[config.mk]
export PLATFORM = sky130hd
export DESIGN_NAME = seg_scan_scheduler
export DESIGN_NICKNAME = d
export VERILOG_FILES = /design/src/rtl/seg_scan_scheduler.sv
export SDC_FILE = /design/constraint.sdc
export NUM_CORES = 1
export LEC_CHECK = 0
export BUFFER_PORTS_ARGS = -buffer_cell sky130_fd_sc_hd__buf_2
export CAP_MARGIN = 10
export CORE_ASPECT_RATIO = 2
export CORE_MARGIN = 1.5
export CORE_UTILIZATION = 40
export DETAILED_ROUTE_END_ITERATION = 10
export GPL_TIMING_DRIVEN = 1
export HOLD_SLACK_MARGIN = 0.1
export PLACE_DENSITY_LB_ADDON = 0.1
export SLEW_MARGIN = 20
export SYNTH_ARGS = -nofsm -noshare
export SYNTH_HDL_FRONTEND = slang
export SYNTH_SLANG_ARGS = --single-unit
[constraint.sdc]
create_clock -name mclk -period 2.7 [get_ports mclk]
set_input_delay 0.135 -clock mclk [delete_from_list [all_inputs] [get_ports mclk]]
set_output_delay 0.135 -clock mclk [all_outputs]
set_load 0.05 [all_outputs]
[src/rtl/seg_scan_scheduler.sv]
// seg_scan_scheduler
// Time-multiplexed scan scheduler for a 4-digit seven-segment display.
// Two 4-digit pages are shown: page A (status) and page B (relay state).
// The pages alternate every PAGE_SCANS full scans. A rising edge on
// hold_req forces page B for HOLD_SCANS scans, starting at the next scan
// boundary. Each digit slot begins with GUARD cycles of all anodes off to
// avoid ghosting.
//
// Optional feature macro: SEG_BLINK_EN
//   When defined, a blink phase toggles every BLINK_SCANS scans. While the
//   phase is 1, digits selected by blink_mask stay dark for the whole slot.
//
// Ports:
//   mclk        in   system clock
//   rst         in   asynchronous active-high reset
//   digits_a    in   page A nibbles, digit d at [4d+3:4d]
//   digits_b    in   page B nibbles
//   dp_a, dp_b  in   decimal points per page (1 = lit)
//   hold_req    in   level input, rising edge requests a page B hold
//   blink_mask  in   per-digit blink enable (SEG_BLINK_EN only)
//   nib         out  nibble to the segment decoder
//   an          out  anodes, active-low
//   dp          out  decimal point, active-low
//   page        out  page shown, 0 = A, 1 = B
//   hold_busy   out  high while page B is held
module seg_scan_scheduler #(
  parameter int SCAN_DIV    = 100000,
  parameter int GUARD       = 16,
  parameter int PAGE_SCANS  = 250,
  parameter int HOLD_SCANS  = 750,
  parameter int BLINK_SCANS = 125
) (
  input  logic        mclk,
  input  logic        rst,
  input  logic [15:0] digits_a,
  input  logic [15:0] digits_b,
  input  logic [3:0]  dp_a,
  input  logic [3:0]  dp_b,
  input  logic        hold_req,
  input  logic [3:0]  blink_mask,
  output logic [3:0]  nib,
  output logic [3:0]  an,
  output logic        dp,
  output logic        page,
  output logic        hold_busy
);

  localparam int PW      = $clog2(SCAN_DIV);
  localparam int CNT_MAX = (PAGE_SCANS > HOLD_SCANS) ? PAGE_SCANS : HOLD_SCANS;
  localparam int CW      = (CNT_MAX > 1) ? $clog2(CNT_MAX) : 1;

  // AUTO is split by the page it is showing so page is a pure state decode.
  typedef enum logic [1:0] {
    ST_AUTO_A = 2'd0,
    ST_AUTO_B = 2'd1,
    ST_HOLD   = 2'd2
  } state_e;

  state_e        state_q, state_d;
  logic [PW-1:0] presc_q, presc_d;
  logic [1:0]    idx_q, idx_d;
  logic [CW-1:0] scan_cnt_q, scan_cnt_d;
  logic          hold_pend_q, hold_pend_d;
  logic          hold_in_q, hold_in_d;
  logic          hold_prev_q, hold_prev_d;

  logic [3:0]    an_q, an_d;
  logic [3:0]    nib_q, nib_d;
  logic          dp_q, dp_d;
  logic          page_q, page_d;
  logic          busy_q, busy_d;

  logic          tick_s;
  logic          boundary_s;
  logic          hold_rise_s;
  logic          blank_s;
  logic [15:0]   src_digits_s;
  logic [3:0]    src_dp_s;

  assign tick_s      = (presc_q == PW'(SCAN_DIV - 1));
  assign boundary_s  = tick_s && (idx_q == 2'd3);
  // Edge is taken on the registered copy of hold_req.
  assign hold_rise_s = hold_in_q & ~hold_prev_q;

  // Prescaler, digit index and hold request pipeline next values.
  always_comb begin
    presc_d     = presc_q;
    idx_d       = idx_q;
    hold_in_d   = hold_req;
    hold_prev_d = hold_in_q;
    if (tick_s) begin
      presc_d = {PW{1'b0}};
      idx_d   = idx_q + 2'd1;
    end else begin
      presc_d = presc_q + PW'(1);
      idx_d   = idx_q;
    end
  end

  // Pending hold: consumed at a boundary, while an edge in the same cycle
  // is kept for the following boundary.
  always_comb begin
    hold_pend_d = hold_pend_q;
    if (boundary_s) begin
      hold_pend_d = 1'b0;
    end else begin
      hold_pend_d = hold_pend_q;
    end
    if (hold_rise_s) begin
      hold_pend_d = 1'b1;
    end else begin
      hold_pend_d = hold_pend_d;
    end
  end

  // Page FSM next state; it only moves at scan boundaries and a pending
  // hold takes priority over page expiry.
  always_comb begin
    state_d    = state_q;
    scan_cnt_d = scan_cnt_q;
    if (boundary_s) begin
      if (hold_pend_q) begin
        state_d    = ST_HOLD;
        scan_cnt_d = {CW{1'b0}};
      end else begin
        case (state_q)
          ST_AUTO_A, ST_AUTO_B: begin
            if (scan_cnt_q == CW'(PAGE_SCANS - 1)) begin
              state_d    = (state_q == ST_AUTO_A) ? ST_AUTO_B : ST_AUTO_A;
              scan_cnt_d = {CW{1'b0}};
            end else begin
              state_d    = state_q;
              scan_cnt_d = scan_cnt_q + CW'(1);
            end
          end
          ST_HOLD: begin
            if (scan_cnt_q == CW'(HOLD_SCANS - 1)) begin
              state_d    = ST_AUTO_A;
              scan_cnt_d = {CW{1'b0}};
            end else begin
              state_d    = ST_HOLD;
              scan_cnt_d = scan_cnt_q + CW'(1);
            end
          end
          default: begin
            state_d    = ST_AUTO_A;
            scan_cnt_d = {CW{1'b0}};
          end
        endcase
      end
    end else begin
      state_d    = state_q;
      scan_cnt_d = scan_cnt_q;
    end
  end

`ifdef SEG_BLINK_EN
  localparam int BW = (BLINK_SCANS > 1) ? $clog2(BLINK_SCANS) : 1;

  logic [BW-1:0] blink_cnt_q, blink_cnt_d;
  logic          blink_ph_q, blink_ph_d;

  // Blink phase advances every BLINK_SCANS scan boundaries.
  always_comb begin
    blink_cnt_d = blink_cnt_q;
    blink_ph_d  = blink_ph_q;
    if (boundary_s) begin
      if (blink_cnt_q == BW'(BLINK_SCANS - 1)) begin
        blink_cnt_d = {BW{1'b0}};
        blink_ph_d  = ~blink_ph_q;
      end else begin
        blink_cnt_d = blink_cnt_q + BW'(1);
        blink_ph_d  = blink_ph_q;
      end
    end else begin
      blink_cnt_d = blink_cnt_q;
      blink_ph_d  = blink_ph_q;
    end
  end

  // Blink counter and phase registers.
  always_ff @(posedge mclk or posedge rst) begin
    if (rst) begin
      blink_cnt_q <= {BW{1'b0}};
      blink_ph_q  <= 1'b0;
    end else begin
      blink_cnt_q <= blink_cnt_d;
      blink_ph_q  <= blink_ph_d;
    end
  end

  assign blank_s = blink_ph_d & blink_mask[idx_d];
`else
  logic unused_s;
  assign blank_s  = 1'b0;
  assign unused_s = ^blink_mask ^ (BLINK_SCANS > 0);
`endif

  // Outputs are decoded from next-state values so the registered outputs
  // line up with the slot and page that start on the same edge.
  always_comb begin
    page_d       = (state_d != ST_AUTO_A);
    busy_d       = (state_d == ST_HOLD);
    src_digits_s = page_d ? digits_b : digits_a;
    src_dp_s     = page_d ? dp_b : dp_a;
    case (idx_d)
      2'd0:    nib_d = src_digits_s[3:0];
      2'd1:    nib_d = src_digits_s[7:4];
      2'd2:    nib_d = src_digits_s[11:8];
      2'd3:    nib_d = src_digits_s[15:12];
      default: nib_d = 4'h0;
    endcase
    dp_d = ~src_dp_s[idx_d];
    if (presc_d < PW'(GUARD)) begin
      an_d = 4'b1111;
    end else if (blank_s) begin
      an_d = 4'b1111;
    end else begin
      an_d = ~(4'b0001 << idx_d);
    end
  end

  // State, counter and output registers.
  always_ff @(posedge mclk or posedge rst) begin
    if (rst) begin
      state_q     <= ST_AUTO_A;
      presc_q     <= {PW{1'b0}};
      idx_q       <= 2'd0;
      scan_cnt_q  <= {CW{1'b0}};
      hold_pend_q <= 1'b0;
      hold_in_q   <= 1'b0;
      hold_prev_q <= 1'b0;
      an_q        <= 4'b1111;
      nib_q       <= 4'h0;
      dp_q        <= 1'b1;
      page_q      <= 1'b0;
      busy_q      <= 1'b0;
    end else begin
      state_q     <= state_d;
      presc_q     <= presc_d;
      idx_q       <= idx_d;
      scan_cnt_q  <= scan_cnt_d;
      hold_pend_q <= hold_pend_d;
      hold_in_q   <= hold_in_d;
      hold_prev_q <= hold_prev_d;
      an_q        <= an_d;
      nib_q       <= nib_d;
      dp_q        <= dp_d;
      page_q      <= page_d;
      busy_q      <= busy_d;
    end
  end

  assign an        = an_q;
  assign nib       = nib_q;
  assign dp        = dp_q;
  assign page      = page_q;
  assign hold_busy = busy_q;

endmodule

== After elaboration in Yosys (flattened, before gate mapping) ==
Cells that the tools add are included.
Storage, ports and cells
  register bits after elaboration: 45
  input port bits: 47
  word-level logic and storage cells: 58
Cells by class
  add/sub/neg operators: 3
  equal/unequal tests: 10
  order comparisons: 2
  shifts and indexed selects: 1
  bitwise logic cells: 4
  mux-type cells: 20
  reduce and logical (&&, ||, !) cells: 6
Operators with widths (number)
  10-bit two-way mux: 3
  10-bit one-hot mux with 2 select lines: 1
  17-bit by 1-bit adder with 17-bit output (second input constant): 1
  17-bit == test (second input constant): 1
  17-bit by 5-bit < comparator with 1-bit output (second input constant): 1
  17-bit two-way mux: 1
  16-bit two-way mux: 1
  4-bit one-hot mux with 4 select lines: 1
  10-bit by 1-bit adder with 10-bit output (second input constant): 1
  10-bit == test (second input constant): 1
  10-bit by 8-bit == test with 1-bit output (second input constant): 1
  2-bit == test (second input constant): 5
  2-bit two-way mux: 5
  4-bit two-way mux: 2
  2-bit by 1-bit == test with 1-bit output (second input constant): 2
  2-bit logical NOT: 2
  1-bit two-way mux: 4
  4-bit inverter: 1
  2-bit one-hot mux with 2 select lines: 1
  2-bit nonzero test: 2
  1-bit by 2-bit << shifter with 4-bit output (first input constant): 1
  2-bit by 3-bit < comparator with 1-bit output (second input constant): 1
  2-bit by 1-bit adder with 2-bit output (second input constant): 1
  1-bit binary-select mux with 2-bit select: 1
  other kinds (4): 5

== Logic depth before layout (Yosys ltp) ==
  depth after elaboration: 11
  gate-level depth with buffers: 11

== Worst setup path after synthesis ==
No wires, ideal clock.
  kind: register -> register
  start: reg presc_q[0]
  end: reg dp_q (netlist: dp)
  path buffers: 1
  data required time: 2.636 ns
  slack: 0.611 ns
  cell stages (with the launch flop): 11
  clock period less this slack: 2.089 ns
  data arrival time: 2.025 ns
  path through: dfrtp_1 -> ha_1 -> and4_1 -> and2_1 -> nand3_2 -> mux2i_2 -> nor2_2 -> buf_4 -> mux2i_1 -> nand3_1 -> nand3_1
On the way
  cells in the longest elaborated chain, start to end: 8
  elaborated cells between the ends (all ways): 9
  classes of those cells: eq/ne (1); mux (5); bitwise (1); reduce/logical (2)
Ends and longest elaborated chain
  start, declared: RTL line 60  | logic [PW-1:0] presc_q, presc_d;
  start signal, assigned: RTL line 227  | presc_q <= {PW{1'b0}};
  start signal, assigned: RTL line 240  | presc_q <= presc_d;
  17-bit == test: RTL line 80  | assign tick_s = (presc_q == PW'(SCAN_DIV - 1));
  1-bit logical AND: RTL line 81  | assign boundary_s = tick_s && (idx_q == 2'd3);
  2-bit two-way mux: RTL line 121  | if (boundary_s) begin
  via state_d[1]: RTL line 59  | state_e state_q, state_d;
  2-bit nonzero test: RTL line 202  | page_d = (state_d != ST_AUTO_A);
  4-bit two-way mux: RTL line 205  | src_dp_s = page_d ? dp_b : dp_a;
  1-bit binary-select mux with 2-bit select: RTL line 213  | dp_d = ~src_dp_s[idx_d];
  1-bit two-way mux (not written as such): RTL line 213
  1-bit inverter: RTL line 213
  via dp_d: RTL line 69  | logic dp_q, dp_d;
  end signal, assigned: RTL line 248  | dp_q <= dp_d;
  end, declared: RTL line 69
The timed path passes the listed nets, and every way through them passes these cells. The select of a mux whose other input is x is not followed.
A chain may end at the register's enable or synchronous reset.

== Final worst setup path ==
  start: reg presc_q[0]
  end: reg nib_q[1] (netlist: nib[1])
On the way
  cells in the longest elaborated chain, start to end: 6
  elaborated cells between the ends (all ways): 11
  classes of those cells: eq/ne (4); mux (4); reduce/logical (3)
Ends and longest elaborated chain
  17-bit == test (*): RTL line 80
  1-bit logical AND: RTL line 81
  2-bit two-way mux: RTL line 121
  2-bit nonzero test: RTL line 202
  16-bit two-way mux: RTL line 204  | src_digits_s = page_d ? digits_b : digits_a;
  4-bit one-hot mux with 4 select lines (*): RTL line 206  | case (idx_d)
  via nib_d[1]: RTL line 68  | logic [3:0] nib_q, nib_d;
  end signal, assigned: RTL line 247  | nib_q <= nib_d;
  end, declared: RTL line 68
Mark *: on every way through the listed nets, which the timed path passes. The rest lies on a longest branch.

==> impl_results.md <==
- Largest net degree at the start of global routing: 46
- Crit start category: flip-flop
- Unrepaired setup endpoints after global routing: false
- EDFF count, synth: 0
- Synth Area in Adders: 0.01972
- TritonCTS Buffers: 5
- Async set-reset flop share out of synthesis: 1.000
- Die H: ~120 um
- Starting density of the core: 0.4190
- Clk sinks: 45
- Crit path kind: flip-flop to flip-flop
- Global-route wire length before repair: roughly 9600 um
- Post-DR wirelength/cell: between 10 and 15 um
- Total congestion overflow: 0
- Crit. End Element: flip-flop
- Seq cells post-synth: 45
- Area after DPL: 0.002900 mm2
- Avg Vias per Cell: 5.126
- Mux contribution to synthesized area: 0.02909
- Post-route cell area: 0.003075 mm2
- Die Wd: approximately 60 um
- Synth Area in XOR/XNOR: 0.08284
- Net Count, Synth: approximately 330
- Tmin final: ~2.5 ns
- Clock H-tree levels: 2
- Endpoints failing hold: 0
- Die footprint: 0.006859 mm2
- Skew-Pair Late Insertion Delay: 0.29 ns
- Pwr dens: about 450 mW/mm2
- Final nets: just under 400
- Area fraction in compound gates after synthesis: 0.08826
- DP Wirelength: approximately 4300 um
- Main combinational cell family by area after synthesis: simple AND/OR/NAND/NOR gates
- PortBufs: 53
- Avg Synthesized Cell Area: between 9 and 10 um2
- P_leak: ~1.4 nW
- Initial DRC Count: between 40 and 50
- Post-route DRC: 0
- Distinct cells, synth: between 50 and 60
- Crit path required time: 2.93 ns
- Area grow syn2layout: 21.20%
- GPL Wtd Cong: about 0.86
- Core Util, Final: 0.5079
- Root Driver: clkbuf_16
- Slew HR: 0.3925
- Outcome: completed
- Overall Global Routing Usage: 0.1838
- Layout cells sized above 1: 0.2552
- Worst-path fanout max: 14
- Most frequent cells in the layout: buf_2, nand2_1, dfrtp_1, nor2_1, nand3_1
- Vias in the first global route: between 2000 and 2500
- Row cnt: 40
- Final setup TNS: 0 ns
- Post-Syn Instances: 280
- Slew Limit Fails: 0
- Post-DRT Antenna Nets: 0
- Fmax: between 300 and 400 MHz
- Clock tree from TritonCTS: yes
- Final setup vio count: 0
- Final cycle utilization of the critical path: 0.9312
- # IOs: 58
- Syn. warnings: 0
- Seq/Total Area, Yosys: 0.4463
- Simple-gate share of the synthesized area: 0.2904
- Worst-path clk slew: approximately 0.06 ns
- Most common library cell in the layout ignoring fill and taps: buf_2
- Post-Route Skew: roughly 0.0028 ns
- Max VDD drop: 0.3341 mV
- Antenna cells: 0
- Design Power: 1.378 mW
- HP Class: input port to flip-flop
- Vias: 2158
- Max cap viols: 0
- Crit path DAT: approximately 2.7 ns
- Initial antenna violation count: 0
- Core area: approximately 0.0061 mm2
- 1st-pass router iterations: 4
- Worst Tran Pin Value: 0.9099 ns
- Final WL: between 5000 and 6000 um
- Top FF cell, synth: dfrtp_1
- Synth Cell Area: 0.002537 mm2
- Clock Path Buffers: 2
-- where the power goes --
part | internal, mW | switching [mW] | total (mW)
clock | 0.349 | 0.270 | 0.620
combinational | 0.0343 | 0.0424 | 0.0767
sequential | 0.680 | 0.00146 | 0.682
-- stage by stage --
| step | hold WS [ns] | std cells | setup slack, ns |
|---|---|---|---|
| after floorplan | 0.1664 | 280 | 0.6106 |
| after global placement | 0.2447 | 411 | 0.1341 |
| after detailed placement | 0.2450 | 411 | 0.1150 |
| after CTS | 0.1159 | 421 | 0.09428 |
| after global routing | 0.1529 | 421 | 0.006494 |
| final | 0.1324 | 421 | 0.1857 |
-- state kept, by name (all words and copies together) (netlist names) --
name and count:
page 1, dp 1, hold_in_q 1, presc_q 17, idx_q 2, an 4
hold_pend_q 1, scan_cnt_q 10, state_q 2, hold_prev_q 1, nib 4, hold_busy 1
-- path summary, 6_finish.rpt --
kind,start,end,slack (ns),depth (start not counted)
min in group asynchronous,rst,scan_cnt_q[7],0.60,3
max in group asynchronous,rst,presc_q[4],1.52,3
worst min register to register,hold_in_q,hold_prev_q,0.38,0
worst min-delay path,dp_b[3],dp,0.13,4
worst max register to register,presc_q[0],nib[1],0.19,10
worst max-delay path,presc_q[0],nib[1],0.19,10
-- cell families (layout without fill, tap and decap cells) --
kind of cell	Yosys count	in the layout
buffers and inverters	22	79
AOI/OAI and AO/OA	31	31
xor gates and xnor gates	24	24
adders and majority gates	4	4
and+or+nand+nor	147	147
muxes	7	7
DFF	45	45
-- cell usage after synthesis, drive strengths merged, types with 7 or more instances --
cell    count  area (um2)
nand2      52       195.2
dfrtp      40        1001
nor2       28       107.6
nand3      25       130.1
xnor2      13       113.9
xor2       11       96.34
inv         8       30.03
nor3        8       45.04
and3        7       43.79
buf         7       50.05
clkbuf      7       30.02
mux2i       7       73.82
o21ai       7       35.03
-- worst max-delay path: stages, from the launching register on --
cell      delay [ns]
dfrtp_1         0.38
ha_1            0.23
and4_1          0.29
nand2_1         0.09
nor4_2          0.28
xnor2_1         0.21
inv_2           0.22
nand2_1         0.07
and3_1          0.17
a311oi_1        0.34
a31o_1          0.16
-- cell type report --
type / count / area, um2
clock buffers: 5 / 125.1
clock inverters: 3 / 25.02
fillers: 604 / 2980
inverters: 8 / 30.03
multi-input cells: 213 / 1300
flip-flops and latches: 45 / 1132
well taps: 84 / 105.1
repair buffers: 63 / 357.8
-- per-layer routing --
layer	track usage	up-vias	part of all wire
met5	0	-	0
met4	0.08636	0	0.024
met3	0.04129	8	0.045
met2	0.3348	62	0.55
met1	0.1903	1003	0.38
li1	-	1085	-
-- repair_timing --
action | 4_1_cts | 5_1_grt
hold buffers | 2 | 0
buffers inserted | 0 | 0
endpoints found under the setup margin | 0 | 3
resized for setup | 0 | 1
hold endpoints to repair | 41 | 0
Note: power is estimated with default switching activity, not from simulation.
